<file path="src/rtl/mem_dma_pkg.sv">
// Shared types for the byte-granular memory DMA engine.
// State and mode encodings plus the fixed memory address width.
package dma_pkg;

  typedef enum logic [1:0] {IDLE, RD, WR, FIN} dma_state_t;
  typedef enum logic {COPY, FILL} dma_mode_t;

  localparam int ADDR_W = 8;

endpackage

</file>
<file path="src/rtl/mem_dma_if.sv">
// Single-port data memory bus: the DMA drives address/enables/write data,
// the memory returns combinational read data while ReadMem is high.
interface mem_dma_if;
  import dma_pkg::*;

  logic [ADDR_W-1:0] DataAddress;
  logic              ReadMem;
  logic              WriteMem;
  logic [7:0]        DataIn;
  logic [7:0]        DataOut;

  modport master (
    output DataAddress,
    output ReadMem,
    output WriteMem,
    output DataIn,
    input  DataOut
  );

  modport slave (
    input  DataAddress,
    input  ReadMem,
    input  WriteMem,
    input  DataIn,
    output DataOut
  );

endinterface

</file>
<file path="src/rtl/mem_dma.sv">
// Byte DMA: forward block copy (read then write per byte) or constant fill.
// COPY N bytes takes 2N cycles, FILL N takes N; Done pulses one cycle after the last write.
module mem_dma
  import dma_pkg::*;
#(
  parameter int LEN_W = 8
) (
  input  logic              CLK,
  input  logic              reset_n,
  input  logic              Start,
  input  logic              Mode,
  input  logic [ADDR_W-1:0] SrcAddr,
  input  logic [ADDR_W-1:0] DstAddr,
  input  logic [LEN_W-1:0]  Len,
  input  logic [7:0]        FillVal,
  output logic              Busy,
  output logic              Done,
  output logic [LEN_W-1:0]  Count,
  mem_dma_if.master         mem
);

  dma_state_t        state;
  dma_mode_t         mode_q;
  logic [ADDR_W-1:0] src_ptr;
  logic [ADDR_W-1:0] dst_ptr;
  logic [7:0]        byte_buf;
  logic [7:0]        fill_q;
  logic [LEN_W-1:0]  len_q;
  logic [LEN_W-1:0]  count_nxt;

  assign count_nxt = Count + LEN_W'(1);

  always_ff @(posedge CLK or negedge reset_n) begin
    if (!reset_n) begin
      state    <= IDLE;
      mode_q   <= COPY;
      src_ptr  <= '0;
      dst_ptr  <= '0;
      byte_buf <= '0;
      fill_q   <= '0;
      len_q    <= '0;
      Count    <= '0;
    end else begin
      case (state)
        IDLE: begin
          if (Start) begin
            mode_q  <= dma_mode_t'(Mode);
            src_ptr <= SrcAddr;
            dst_ptr <= DstAddr;
            fill_q  <= FillVal;
            len_q   <= Len;
            Count   <= '0;
            if (Len == '0)
              state <= FIN;
            else if (dma_mode_t'(Mode) == FILL)
              state <= WR;
            else
              state <= RD;
          end
        end
        RD: begin
          byte_buf <= mem.DataOut;
          state    <= WR;
        end
        WR: begin
          Count   <= count_nxt;
          src_ptr <= src_ptr + 8'd1;
          dst_ptr <= dst_ptr + 8'd1;
          if (count_nxt == len_q)
            state <= FIN;
          else if (mode_q == FILL)
            state <= WR;
          else
            state <= RD;
        end
        FIN: state <= IDLE;
        default: state <= IDLE;
      endcase
    end
  end

  // Memory-side signals depend only on registered state, never on Start.
  always_comb begin
    mem.DataAddress = '0;
    mem.ReadMem     = 1'b0;
    mem.WriteMem    = 1'b0;
    mem.DataIn      = '0;
    Busy            = 1'b0;
    Done            = 1'b0;
    case (state)
      RD: begin
        mem.ReadMem     = 1'b1;
        mem.DataAddress = src_ptr;
        Busy            = 1'b1;
      end
      WR: begin
        mem.WriteMem    = 1'b1;
        mem.DataAddress = dst_ptr;
        mem.DataIn      = (mode_q == FILL) ? fill_q : byte_buf;
        Busy            = 1'b1;
      end
      FIN: Done = 1'b1;
      default: ;
    endcase
  end

endmodule

</file>
<file path="src/flat_wrapper.sv">
// flat-port wrapper written by rule: the top's interface ports become plain ports
module mem_dma_flat import dma_pkg::*;
#(
  parameter int LEN_W = 8
)
  (CLK, reset_n, Start, Mode, SrcAddr, DstAddr, Len, FillVal, Busy, Done, Count, mem_DataAddress, mem_ReadMem, mem_WriteMem, mem_DataIn, mem_DataOut);
  mem_dma_if mem_i ();
  input  logic CLK;
  input  logic reset_n;
  input  logic Start;
  input  logic Mode;
  input  logic [ADDR_W-1:0] SrcAddr;
  input  logic [ADDR_W-1:0] DstAddr;
  input  logic [LEN_W-1:0] Len;
  input  logic [7:0] FillVal;
  output logic Busy;
  output logic Done;
  output logic [LEN_W-1:0] Count;
  output wire logic [$bits(mem_i.DataAddress)-1:0] mem_DataAddress;
  output wire logic [$bits(mem_i.ReadMem)-1:0] mem_ReadMem;
  output wire logic [$bits(mem_i.WriteMem)-1:0] mem_WriteMem;
  output wire logic [$bits(mem_i.DataIn)-1:0] mem_DataIn;
  input wire logic [$bits(mem_i.DataOut)-1:0] mem_DataOut;
  assign mem_DataAddress = mem_i.DataAddress;
  assign mem_ReadMem = mem_i.ReadMem;
  assign mem_WriteMem = mem_i.WriteMem;
  assign mem_DataIn = mem_i.DataIn;
  assign mem_i.DataOut = mem_DataOut;
  mem_dma #(.LEN_W(LEN_W)) u_core (.CLK(CLK), .reset_n(reset_n), .Start(Start), .Mode(Mode), .SrcAddr(SrcAddr), .DstAddr(DstAddr), .Len(Len), .FillVal(FillVal), .Busy(Busy), .Done(Done), .Count(Count), .mem(mem_i));
endmodule
</file>
<file path="config.mk">
export PLATFORM = sky130hd
export DESIGN_NAME = mem_dma_flat
export DESIGN_NICKNAME = d
export VERILOG_FILES = /design/src/rtl/mem_dma_pkg.sv /design/src/rtl/mem_dma_if.sv /design/src/rtl/mem_dma.sv /design/src/flat_wrapper.sv
export SDC_FILE = /design/constraint.sdc
export NUM_CORES = 1
export LEC_CHECK = 0
export CAP_MARGIN = 5
export CORE_ASPECT_RATIO = 0.9
export CORE_UTILIZATION = 55
export DETAILED_ROUTE_END_ITERATION = 10
export GPL_TIMING_DRIVEN = 0
export PLACE_DENSITY = 0.86
export SLEW_MARGIN = 15
export SYNTH_ARGS = -nofsm -noshare
export SYNTH_HDL_FRONTEND = slang
export SYNTH_SLANG_ARGS = --single-unit
</file>
<file path="constraint.sdc">
create_clock -name CLK -period 2.6 [get_ports CLK]
set_input_delay 0.52 -clock CLK [delete_from_list [all_inputs] [get_ports CLK]]
set_output_delay 0.52 -clock CLK [all_outputs]
set_load 0.01 [all_outputs]
</file>
==> results.json <==
{
  "outcome": "complete, no violations",
  "cp.required_ns": 2.08,
  "syn_area_per_cell_sq_um": 9.517,
  "fin_util": 0.7683,
  "gp_congestion": 0.8645,
  "ir_drop_mv": 0.6060,
  "end_kind": "primary output",
  "setup_slack_ns": 0.02514,
  "ctsHoldBuffers": 0,
  "dp_slack_ns": -0.2169,
  "path_delay_family": "buffers and inverters",
  "syn_nets": 384,
  "syn_to_final_growth_pct": 31.19,
  "grt_setup_unrepaired": "yes",
  "clkSinkCount": 51,
  "worstPathArrival_ns": 2.05,
  "synthMuxAreaShare": 0.1267,
  "hold_class": "in -> async",
  "grt_pass1_wl_mm": 13.57,
  "slew_headroom": 0.5096,
  "dr.first_iter.drc_count": 274,
  "dpl_cell_area_sq_mm": 0.003979,
  "final_nets": 463,
  "antenna_found_initial": 0,
  "dieArea_sq_mm": 0.006070,
  "synth_edf_count": 0,
  "synthAdderAreaFrac": 0.02764,
  "fillCellCount": 391,
  "postRouteAntennaNets": 0,
  "fin_skew_ns": 0.01154,
  "synthSimpleGateAreaFrac": 0.1402,
  "setup-violations-final": 0,
  "die_h_microns": 74.02,
  "startpoint_type": "register",
  "coreArea_sq_mm": 0.005411,
  "dpl.hpwl_mm": 5.937,
  "via_count": 2986,
  "layout_commonest_cell": "clkdlybuf4s50_1",
  "cap_violations": 0,
  "grt_max_degree": 35,
  "async_flop_share": 1.000,
  "synthesis.area_sq_mm": 0.003169,
  "grt_pass1_vias": 2867,
  "powerDensity_mw_per_mm2": 1150,
  "clk_pin_slew_ns": 0.10,
  "p_leak_nw": 1.783,
  "worstPathCellList": "inv_2, ha_4, clkinvlp_4, nor2_1, clkdlybuf4s50_1",
  "final_area_sq_mm": 0.004158,
  "synth_compound_area_frac": 0.2124,
  "fin_crit_ns": 2.575,
  "area.sequential_sq_mm": 0.001279,
  "slew_violations": 0,
  "grt_use_total": 0.2997,
  "rrSetupSlack_ns": 0.55,
  "tns_ns": 0,
  "htreeDepth": 2,
  "ys_types": 49,
  "synth_flop_cell": "dfrtp_1",
  "start_util": 0.5857,
  "io_pins": 72,
  "clock_latency_ns": 0.32,
  "synth_xor_area_frac": 0.02764,
  "cts_tree": "yes",
  "drive_gt1_frac": 0.1114,
  "synth_seq_cells": 51,
  "final_cell_mix": "65 x clkdlybuf4s50_1, 49 x dfrtp_1, 25 x o21ai_1",
  "remaining_drc_errors": 0,
  "multiInputGateArea_sq_mm": 0.001722,
  "p_total_mw": 4.780,
  "cts_buffer_depth": 2,
  "ys_warn_count": 0,
  "synth_top_family_by_area": "compound AO/OA/AOI/OAI gates",
  "slowest_stage": "clkdlybuf4s50_1",
  "numPortBuffers": 71,
  "via_per_inst": 6.221,
  "clock-root-buffer": "clkbuf_8",
  "hold_violations": 0,
  "finalCritPeriodShare": 0.9903,
  "worstMarginPinSlew_ns": 0.7329,
  "critPathMaxFanout": 9,
  "cts_made_buffers": 5,
  "dr.pass1.iters": 6,
  "synth_cells": 333,
  "die_w_microns": 82.02,
  "insertedDiodeCount": 0,
  "path_buf_inv": 3,
  "grt_overflow": 0,
  "wl_mm": 8.455,
  "crit_type": "reg -> out",
  "wire_per_inst_microns": 17.61,
  "rows": 25,
  "seq_area_frac_synth": 0.4027,
  "fmax_mhz": 388.4,
  "cp_slowest_stage_delay_ns": 0.56
}
[cell usage after synthesis, drive strengths merged, types with 9 or more instances]
library cell | number | share of area
nand3 | 17 | 0.031
mux2 | 25 | 0.089
a22oi | 9 | 0.021
nand2 | 12 | 0.015
o22ai | 10 | 0.020
inv | 16 | 0.020
o21ai | 48 | 0.076
buf | 9 | 0.023
nor2 | 16 | 0.019
clkbuf | 13 | 0.020
and3 | 12 | 0.024
mux2i | 12 | 0.038
a21oi | 22 | 0.035
dfrtp | 51 | 0.40
[power breakdown]
part           internal [mW]  switching [mW]
sequential              1.16           0.381
clock                  0.291           0.282
combinational           1.29            1.37
total                   2.74            2.04
[logic make-up (layout without fill, tap and decap cells)]
family | after synthesis | count (layout)
mux | 37 | 37
flops | 51 | 51
compound gates | 108 | 108
simple gates | 82 | 82
fa+ha+maj | 7 | 7
xor+xnor | 10 | 10
buf+inv | 38 | 118
[final cells by class]
| type | count | area share |
|---|---|---|
| Multi-Input combinational cell | 244 | 0.4141 |
| Sequential cell | 51 | 0.3076 |
| Clock inverter | 2 | 0.009329 |
| Tap cell | 67 | 0.02016 |
| Timing Repair Buffer | 75 | 0.1830 |
| Clock buffer | 6 | 0.01745 |
| Inverter | 16 | 0.01595 |
| Buffer | 19 | 0.03250 |
[repair_timing]
item                       CTS  global route
buffers inserted             3             0
resized for setup            7            10
pin swaps                    0             0
setup endpoints to repair   16            16
[per-stage QoR]
step / instances / hold slack (ns)
2_1_floorplan: 333 / 0.2244
3_3_place_gp: 471 / 0.4758
3_5_place_dp: 472 / 0.4812
4_1_cts: 480 / 0.1421
5_1_grt: 480 / 0.1451
6_report: 480 / 0.1293
[worst register-to-register path, cell delays in order, from the launching register on]
cell     delay, ns
dfrtp_2       0.46
inv_1         0.13
ha_2          0.27
inv_4         0.05
nor2_1        0.57
nor3_1        0.11
a21o_1        0.19
a22o_1        0.17
[flip-flops by register name, summed over array words and instances (netlist names)]
name,cells
u_core.Count,8
u_core.byte_buf,8
u_core.dst_ptr,8
u_core.fill_q,8
u_core.len_q,8
u_core.src_ptr,8
u_core.state,2
u_core.mode_q,1
[path summary, 6_finish.rpt]
path	startpoint	endpoint	cells past startpoint
worst min-delay path	reset_n	u_core.Count[4]	1
min in group CLK	u_core.fill_q[4]	u_core.fill_q[4]	1
worst max register to register	u_core.state[1]	u_core.Count[4]	7
max in group asynchronous	reset_n	u_core.state[0]	2
worst max-delay path	u_core.state[0]	mem_DataIn[1]	5
worst min register to register	u_core.fill_q[4]	u_core.fill_q[4]	1
[routing by layer]
layer,wire length [microns],global-route usage,up-vias
met3,675,0.08957,15
li1,-,-,1385
met2,4020,0.4637,157
met1,3662,0.3972,1429
met4,97,0.1150,0
met5,0,0,-
No activity file was read; power rests on OpenSTA's default activity.
